## config.mk

```make
export PLATFORM = sky130hd
export DESIGN_NAME = segment_sampler_flat
export DESIGN_NICKNAME = d
export VERILOG_FILES = /design/src/rtl/segment_sampler_if.sv /design/src/rtl/segment_sampler.sv /design/src/flat_wrapper.sv
export SDC_FILE = /design/constraint.sdc
export NUM_CORES = 1
export LEC_CHECK = 0
export CORE_MARGIN = 2
export CORE_UTILIZATION = 35
export CTS_CLUSTER_SIZE = 28
export DETAILED_ROUTE_END_ITERATION = 10
export GPL_ROUTABILITY_DRIVEN = 0
export GPL_TIMING_DRIVEN = 0
export RECOVER_POWER = 100
export SLEW_MARGIN = 10
export SYNTH_ARGS = -nofsm -noshare
export SYNTH_HDL_FRONTEND = slang
export SYNTH_SLANG_ARGS = --single-unit
export TNS_END_PERCENT = 100
```

## constraint.sdc

```tcl
create_clock -name in_clock -period 30.1 [get_ports in_clock]
set_input_delay 4.515 -clock in_clock [delete_from_list [all_inputs] [get_ports in_clock]]
set_output_delay 4.515 -clock in_clock [all_outputs]
set_load 0.1 [all_outputs]
```

## src/rtl/segment_sampler_if.sv

```systemverilog
`default_nettype none
// segment_sampler_if: request/result bundle between segment selection and the sampler.
interface segment_sampler_if;
    logic              in_valid;
    logic [1:0]        in_segment_type;
    logic signed [7:0] in_segment_from;
    logic signed [7:0] in_segment_to;
    logic              out_ready;
    logic              out_valid;
    logic signed [7:0] out_value;
    logic              out_error;

    modport master (
        output in_valid, in_segment_type, in_segment_from, in_segment_to,
        input  out_ready, out_valid, out_value, out_error
    );

    modport slave (
        input  in_valid, in_segment_type, in_segment_from, in_segment_to,
        output out_ready, out_valid, out_value, out_error
    );
endinterface
`default_nettype wire

```

## src/rtl/segment_sampler.sv

```systemverilog
`default_nettype none
// segment_sampler: draws one value inside a chosen segment using an 8-bit LFSR
// (uniform by rejection, exponential by bit-serial geometric draw).
module segment_sampler #(
    parameter logic [1:0] UNIFORM    = 2'd3,
    parameter logic [1:0] EXPDOWN    = 2'd1,
    parameter logic [1:0] EXPUP      = 2'd2,
    parameter int         MAX_REJECT = 16
) (
    input  logic       in_clock,
    input  logic       in_reset,
    input  logic       in_load_seed,
    input  logic [7:0] in_seed,
    segment_sampler_if.slave seg
);

    localparam int AW = $clog2(MAX_REJECT + 1);

    typedef enum logic [1:0] {
        IDLE = 2'd0,
        UNI  = 2'd1,
        GEO  = 2'd2,
        DONE = 2'd3
    } state_t;

    state_t            state;
    logic [7:0]        lfsr;
    logic [1:0]        seg_type;
    logic signed [8:0] from_x;
    logic signed [8:0] to_x;
    logic signed [8:0] span;
    logic [8:0]        k;
    logic [AW-1:0]     attempt;

    logic [7:0]        lfsr_next;
    logic [7:0]        mask;
    logic [7:0]        cand;
    logic              cand_ok;
    logic              geo_up;
    logic signed [8:0] req_from;
    logic signed [8:0] req_to;
    logic signed [8:0] req_span;
    logic signed [8:0] uni_res;
    logic signed [8:0] geo_res;

    function automatic logic [7:0] mask_for(input logic [7:0] s);
        logic [7:0] m;
        m = 8'd1;
        for (int i = 1; i < 8; i++) begin
            if (m < s) m = {m[6:0], 1'b1};
        end
        return m;
    endfunction

    assign lfsr_next = {lfsr[6:0], lfsr[7] ^ lfsr[5] ^ lfsr[4] ^ lfsr[3]};
    assign req_from  = {seg.in_segment_from[7], seg.in_segment_from};
    assign req_to    = {seg.in_segment_to[7], seg.in_segment_to};
    assign req_span  = req_to - req_from;

    // In UNI the span is known positive, so its low 8 bits carry the magnitude.
    assign mask    = mask_for(span[7:0]);
    assign cand    = lfsr & mask;
    assign cand_ok = ({1'b0, cand} <= $unsigned(span));
    assign uni_res = from_x + $signed({1'b0, cand});
    assign geo_up  = (seg_type == EXPUP) || (seg_type != EXPDOWN);
    assign geo_res = geo_up ? (to_x - $signed(k)) : (from_x + $signed(k));

    assign seg.out_ready = (state == IDLE);

    always_ff @(posedge in_clock or negedge in_reset) begin
        if (!in_reset) begin
            state         <= IDLE;
            lfsr          <= 8'h01;
            seg_type      <= 2'd0;
            from_x        <= 9'sd0;
            to_x          <= 9'sd0;
            span          <= 9'sd0;
            k             <= 9'd0;
            attempt       <= '0;
            seg.out_valid <= 1'b0;
            seg.out_value <= 8'sd0;
            seg.out_error <= 1'b0;
        end else begin
            case (state)
                IDLE: begin
                    if (in_load_seed) lfsr <= (in_seed == 8'h00) ? 8'h01 : in_seed;
                    if (seg.in_valid) begin
                        seg_type <= seg.in_segment_type;
                        from_x   <= req_from;
                        to_x     <= req_to;
                        span     <= req_span;
                        k        <= 9'd0;
                        attempt  <= '0;
                        if (req_span < 0 || seg.in_segment_type == 2'd0) begin
                            seg.out_value <= seg.in_segment_from;
                            seg.out_error <= 1'b1;
                            seg.out_valid <= 1'b1;
                            state         <= DONE;
                        end else if (req_span == 0) begin
                            seg.out_value <= seg.in_segment_from;
                            seg.out_error <= 1'b0;
                            seg.out_valid <= 1'b1;
                            state         <= DONE;
                        end else if (seg.in_segment_type == UNIFORM) begin
                            state <= UNI;
                        end else begin
                            state <= GEO;
                        end
                    end
                end
                UNI: begin
                    lfsr <= lfsr_next;
                    if (cand_ok) begin
                        seg.out_value <= uni_res[7:0];
                        seg.out_error <= 1'b0;
                        seg.out_valid <= 1'b1;
                        state         <= DONE;
                    end else if (attempt == AW'(MAX_REJECT - 1)) begin
                        // Out of attempts: fall back to the lower bound without flagging.
                        seg.out_value <= from_x[7:0];
                        seg.out_error <= 1'b0;
                        seg.out_valid <= 1'b1;
                        state         <= DONE;
                    end else begin
                        attempt <= attempt + 1'b1;
                    end
                end
                GEO: begin
                    lfsr <= lfsr_next;
                    if (!lfsr[0] || k == $unsigned(span)) begin
                        seg.out_value <= geo_res[7:0];
                        seg.out_error <= 1'b0;
                        seg.out_valid <= 1'b1;
                        state         <= DONE;
                    end else begin
                        k <= k + 9'd1;
                    end
                end
                DONE: begin
                    seg.out_valid <= 1'b0;
                    seg.out_error <= 1'b0;
                    state         <= IDLE;
                end
                default: state <= IDLE;
            endcase
        end
    end

endmodule
`default_nettype wire
```

## src/flat_wrapper.sv

```systemverilog
// flat-port wrapper written by rule: the top's interface ports become plain ports
module segment_sampler_flat 
#(
    parameter logic [1:0] UNIFORM    = 2'd3,
    parameter logic [1:0] EXPDOWN    = 2'd1,
    parameter logic [1:0] EXPUP      = 2'd2,
    parameter int         MAX_REJECT = 16
)
  (in_clock, in_reset, in_load_seed, in_seed, seg_in_valid, seg_in_segment_type, seg_in_segment_from, seg_in_segment_to, seg_out_ready, seg_out_valid, seg_out_value, seg_out_error);
  segment_sampler_if seg_i ();
  input  logic in_clock;
  input  logic in_reset;
  input  logic in_load_seed;
  input  logic [7:0] in_seed;
  input wire logic [$bits(seg_i.in_valid)-1:0] seg_in_valid;
  input wire logic [$bits(seg_i.in_segment_type)-1:0] seg_in_segment_type;
  input wire logic [$bits(seg_i.in_segment_from)-1:0] seg_in_segment_from;
  input wire logic [$bits(seg_i.in_segment_to)-1:0] seg_in_segment_to;
  output wire logic [$bits(seg_i.out_ready)-1:0] seg_out_ready;
  output wire logic [$bits(seg_i.out_valid)-1:0] seg_out_valid;
  output wire logic [$bits(seg_i.out_value)-1:0] seg_out_value;
  output wire logic [$bits(seg_i.out_error)-1:0] seg_out_error;
  assign seg_i.in_valid = seg_in_valid;
  assign seg_i.in_segment_type = seg_in_segment_type;
  assign seg_i.in_segment_from = seg_in_segment_from;
  assign seg_i.in_segment_to = seg_in_segment_to;
  assign seg_out_ready = seg_i.out_ready;
  assign seg_out_valid = seg_i.out_valid;
  assign seg_out_value = seg_i.out_value;
  assign seg_out_error = seg_i.out_error;
  segment_sampler #(.UNIFORM(UNIFORM), .EXPDOWN(EXPDOWN), .EXPUP(EXPUP), .MAX_REJECT(MAX_REJECT)) u_core (.in_clock(in_clock), .in_reset(in_reset), .in_load_seed(in_load_seed), .in_seed(in_seed), .seg(seg_i));
endmodule
```

# Word-level counts from Yosys, hierarchy flattened
# Cells that the tools add are included.
totals:
  register_bits: 61
  input_bits: 30
  output_inout_bits: 11
  elab_cells: 113
op_classes:
  addsub: 6
  n_lt_le_gt_ge: 9
  eq_ne: 16
  mux: 47
  bitwise_logic: 4
  n_reduce_logical: 20
op_table:
  columns: ["cell", "n"]
  rows:
  - ["$mux 8", 15]
  - ["$lt 8x8->1", 5]
  - ["$logic_not 32->1", 1]
  - ["$pmux 8 s3", 1]
  - ["$mux 9", 2]
  - ["$pmux 9 s2", 1]
  - ["$add 8x8->8", 2]
  - ["$mux 2", 8]
  - ["$pmux 8 s2", 1]
  - ["$mux 5", 3]
  - ["$mux 1", 12]
  - ["$ne 2x2->1 const B", 5]
  - ["$pmux 5 s2", 1]
  - ["$add 9x1->9 const B", 1]
  - ["$eq 9x9->1", 1]
  - ["$le 8x9->1", 1]
  - ["$lt 9x1->1 const B", 1]
  - ["$sub 8x8->9", 1]
  - ["$and 8x8->8", 1]
  - ["$eq 2x2->1 const B", 4]
  - ["$logic_not 8->1", 1]
  - ["$lt 1x8->1 const A", 1]
  - ["$lt 2x8->1", 1]
  - ["$pmux 1 s4", 2]
  - ["18 further kinds", 30]

# Longest topological paths before layout
logic_depth:
  depth_word: 18
  ltp_mapped: 44
  mapped_depth_nobuf: 41

# Worst setup path before layout
# Ideal clock, no wire load.
synth_timing:
  kind: "reg2reg"
  from: "register u_core.span[7]"
  to: "register u_core.seg.out_value[2]"
  arrival_ns: 9.603
  t_required_ns: 29.964
  path_slack_ns: 20.361
  stages_incl_launch_ff: 39
  path_buffers: 3
  period_less_slack_ns: 9.739
  cell_sequence: "dfrtp_1 -> buf_6 -> or4_4 -> buf_6 -> or3_1 -> ha_1 -> nor2_1 -> a211oi_1 -> inv_1 -> ha_1 -> a211oi_2 -> nor2_1 -> mux2_2 -> ha_1 -> or3_1 -> o31ai_1 -> mux2i_1 -> ha_1 -> [... 3 more ...] -> clkbuf_1 -> a211oi_1 -> a21oi_1 -> inv_2 -> ha_1 -> o211ai_1 -> a21oi_1 -> a221oi_2 -> nand3_1 -> nor2_1 -> ha_1 -> a2111oi_0 -> nand2_1 -> o21ai_1 -> mux2_2 -> a221o_1 -> o21ai_0 -> o21ai_0"
synth_between:
  elab_chain_cells: 18
synth_lines:
  columns: ["item", "line", "source"]
  rows:
  - ["start: declaration", "segment_sampler.sv:31", "logic signed [8:0] span;"]
  - ["start signal: assignment", "segment_sampler.sv:91", "span <= req_span;"]
  - ["$lt 1x8->1", "segment_sampler.sv:50", "if (m < s) m = {m[6:0], 1'b1};"]
  - ["$mux 2", "segment_sampler.sv:50", null]
  - ["$lt 2x8->1", "segment_sampler.sv:50", null]
  - ["$mux 8", "segment_sampler.sv:50", null]
  - ["$lt 8x8->1", "segment_sampler.sv:50", null]
  - ["$mux 8", "segment_sampler.sv:50", null]
  - ["$lt 8x8->1", "segment_sampler.sv:50", null]
  - ["$mux 8", "segment_sampler.sv:50", null]
  - ["[... 2 more ...]", null, null]
  - ["$lt 8x8->1", "segment_sampler.sv:50", null]
  - ["$mux 8", "segment_sampler.sv:50", null]
  - ["$lt 8x8->1", "segment_sampler.sv:50", null]
  - ["$mux 8", "segment_sampler.sv:50", null]
  - ["$and 8x8->8", "segment_sampler.sv:62", "assign cand = lfsr & mask;"]
  - ["$le 8x9->1 / $add 8x8->8 (equally long branches)", "segment_sampler.sv:63, segment_sampler.sv:64", null]
  - ["$ne 3x1->1 (no source line) / $mux 8 (equally long branches)", null, null]
  - ["$reduce_and 5->1 (no source line) / $pmux 8 s3 (equally long branches)", null, null]
  - ["end signal: assignment", "segment_sampler.sv:95", "seg.out_value <= seg.in_segment_from;"]
  - ["end signal: assignment", "segment_sampler.sv:100", "seg.out_value <= seg.in_segment_from;"]
  - ["end signal: assignment", "segment_sampler.sv:114", "seg.out_value <= uni_res[7:0];"]
  - ["end: declaration", "segment_sampler_if.sv:20", "output out_ready, out_valid, out_value, out_error"]
# Parallel ways exist; a longest one is shown, timed or not.
# A chain may end at the register's enable or synchronous reset.

# Worst setup path in the final report
# Same ends and word-level chain as after synthesis.

==> run summary <==
RSZ-0062 raised after global routing: no
Die Area: 0.0160 mm2
Critical Path Start Type: flop
R2r endpoint: u_core.seg.out_value[2]
Slew @ Worst Pin: 3.34 ns
Port bufs: 40
Top FF cell, synth: dfrtp_1
Synth Register Bits: 61
Largest net degree at the start of global routing: 62
DRT Pass-1 Iters: 5
Core Box Area: 0.0146 mm2
Synth unique cells: 69
CP endpoint: u_core.seg.out_value[2]
Yosys top cell area share: 28.5%
Beginning of the worst register-to-register path: u_core.span[7]
Number of hold buffers added after cts: 0
Die X: 127 um
IO Count: 41
Avg Cell Area, Syn: 8.70 um2
Via/cell ratio: 5.56
Layout cells sized above 1: 7.13%
Num CTS Buffers: 9
Vias in the first global route: 4,629
Total GRT Usage: 19.1%
Most common cell in the netlist: dfrtp_1
Total Routed Length: 14.9 mm
R2R depth: 37
Post-synth EDFFs: 0
Setup bufs post-CTS: 0
Slowest stage delay, CP: 1.07 ns
DRT antenna net count: 0
Fin. Hold Viols: 0
Total number of vias: 4,687
Synth async-reset ratio: 100%
Antenna diodes: 0
Required time of the critical path: 30.31 ns
Initial Util: 36.1%
H-tree Lvls: 3
Most frequent CP cell: ha_1
Initial antenna violation count: 0
Slew HR: -123%
Nets: 748
PostCTS Resize Cnt: 0
Slowest-stage cell, CP: a2111oi_0
Tcrit/Tclk final: 44.1%
CTS clk-pin slew, worst paths: 0.05 ns
Clock tree buffer depth: 2
Std-Cell Rows: 44
Filler instances: 1,476
Top cells by count, synth: 60 x dfrtp_1, 58 x ha_1, 57 x nor2_1, 53 x o21ai_0, 52 x nand2_1
Clock Skew: 0.0143 ns
Flop-to-flop setup slack: 16.82 ns
Fin crit period: 13.28 ns
Crit-path max FO: 10
Total congestion overflow: 0
CP Launch Point: u_core.span[7]
Crit Path Category: reg2reg
Drt drc: 0
Worst-Skew Late Latency: 0.34 ns
Sequential element share of the synthesized area: 29.0%
Worst Hold Class: reg2reg
Routed len/inst: 17.7 um
Fin util: 42.0%
Synth warn: 0
DP Wirelength: 11.9 mm
Failing checks: max-capacitance violations, max-slew violations
Achievable Freq: 75.3 MHz
Crit path DAT: 13.48 ns
Final setup viols: 0
Mapped Nets: 697
Area Overhead vs Synth: 16.3%
Status: finished, violations left
CTS tree: built
Die H: 127 um
Total of max-cap violations: 1
Synth area leader: dfrtp_1
Sinks on the clock net: 61
Total negative slack: 0 ns
Crit path capture type: flop
Synthesized area: 0.00527 mm2
Post-Syn Instances: 605
Global-route wire length before repair: 23.9 mm
DR iter-0 viols: 291
Slew Viols, Final: 62
Ranking of synthesized cells by area: dfrtp_1 29%, ha_1 14%, o21ai_0 5.0%
Root Driver: clkbuf_16
[cells by family after synthesis]
logic type / count (synthesis) / synth area share, %
mux: 29 / 5.96
buf+inv: 62 / 4.80
simple gates: 185 / 17.0
fa+ha+maj: 62 / 15.3
compound gates: 170 / 21.9
flops: 61 / 29.0
xor+xnor: 36 / 5.99
[per-stage QoR]
step                      hold WS, ns  instances  setup slack, ns  cell area (um2)
after floorplan                 0.450        605            20.36             5270
after global placement          0.468        829            19.12             5900
after detailed placement        0.475        829            18.87             5890
after CTS                       0.484        843            18.87             6160
after global routing            0.503        843            15.76             6120
final                           0.481        843            16.82             6120
[worst min path at each step]
| stage | start | to | depth (start not counted) | slack, ns |
|---|---|---|---|---|
| after floorplan | u_core.attempt[4] | u_core.attempt[4] | 2 | 0.45 |
| after global placement | u_core.seg.out_value[0] | u_core.seg.out_value[0] | 1 | 0.47 |
| after detailed placement | u_core.to_x[0] | u_core.to_x[0] | 2 | 0.47 |
| after CTS | u_core.to_x[0] | u_core.to_x[0] | 2 | 0.48 |
| after global routing | u_core.seg.out_value[2] | u_core.seg.out_value[2] | 2 | 0.50 |
| final | u_core.seg.out_value[3] | u_core.seg.out_value[3] | 2 | 0.48 |
[worst max-delay path, delay by kind of cell, from the launching register on]
family                     cells  cell delay (ns)
muxes                          3             1.06
and+or+nand+nor                8             2.25
buffers and inverters          4             0.94
adders and majority gates      6             1.78
DFF                            1             0.35
AOI/OAI and AO/OA             16             6.75
[state kept, by name, summed over array words and instances, names as in the netlist]
| name | count |
|---|---|
| u_core.k | 9 |
| u_core.seg.out_value | 8 |
| u_core.lfsr | 8 |
| u_core.attempt | 5 |
| u_core.to_x | 8 |
| u_core.from_x | 8 |
| u_core.span | 9 |
| u_core.seg_type | 2 |
| u_core.seg.out_error | 1 |
| u_core.state | 2 |
| u_core.seg.out_valid | 1 |
[area by class of cell]
cell class              instances  area (um2)  share of cell area [%]
clock inverters                 2        10.0                   0.164
well taps                     184         230                    3.76
flip-flops and latches         61        1530                    25.0
plain buffers                  19        76.3                    1.25
multi-input cells             482        3460                    56.6
clock buffers                  12         256                    4.19
inverters                      43         161                    2.64
repair buffers                 40         394                    6.44
[cells in the final DEF (no fill, tap or decap), types with 5 or more instances in the layout]
master / synthesis / routed
dfrtp_1: 60 / 60
ha_1: 58 / 58
nor2_1: 57 / 57
o21ai_0: 53 / 54
nand2_1: 52 / 52
inv_1: 40 / 40
xnor2_1: 25 / 25
clkdlybuf4s50_1: 0 / 24
a21oi_1: 23 / 23
clkbuf_1: 14 / 18
mux2_2: 19 / 18
dlygate4sd3_1: 0 / 15
a211oi_1: 13 / 14
nand3_1: 12 / 12
nor2b_1: 11 / 11
xor2_1: 11 / 11
nor3_1: 10 / 10
mux2i_1: 10 / 10
o22ai_1: 10 / 10
o21a_1: 9 / 9
nand2b_1: 9 / 9
clkbuf_16: 0 / 9
or3_1: 8 / 8
a21o_1: 7 / 7
o31ai_1: 6 / 6
nand4_1: 5 / 5
and3_1: 5 / 5
o31a_1: 5 / 5
[layer usage]
layer	global-route usage, %	wire [um]	up-vias	part of all wire (%)
li1	-	-	2298	-
met3	3.71	699	27	4.7
met5	0	0	-	0
met2	31.2	6960	133	47
met4	8.21	429	0	2.9
met1	24.6	6800	2229	46
Power is left out: the tool's default activity adds up to more than one toggle a clock period on the data nets, which glitch-free logic cannot reach.
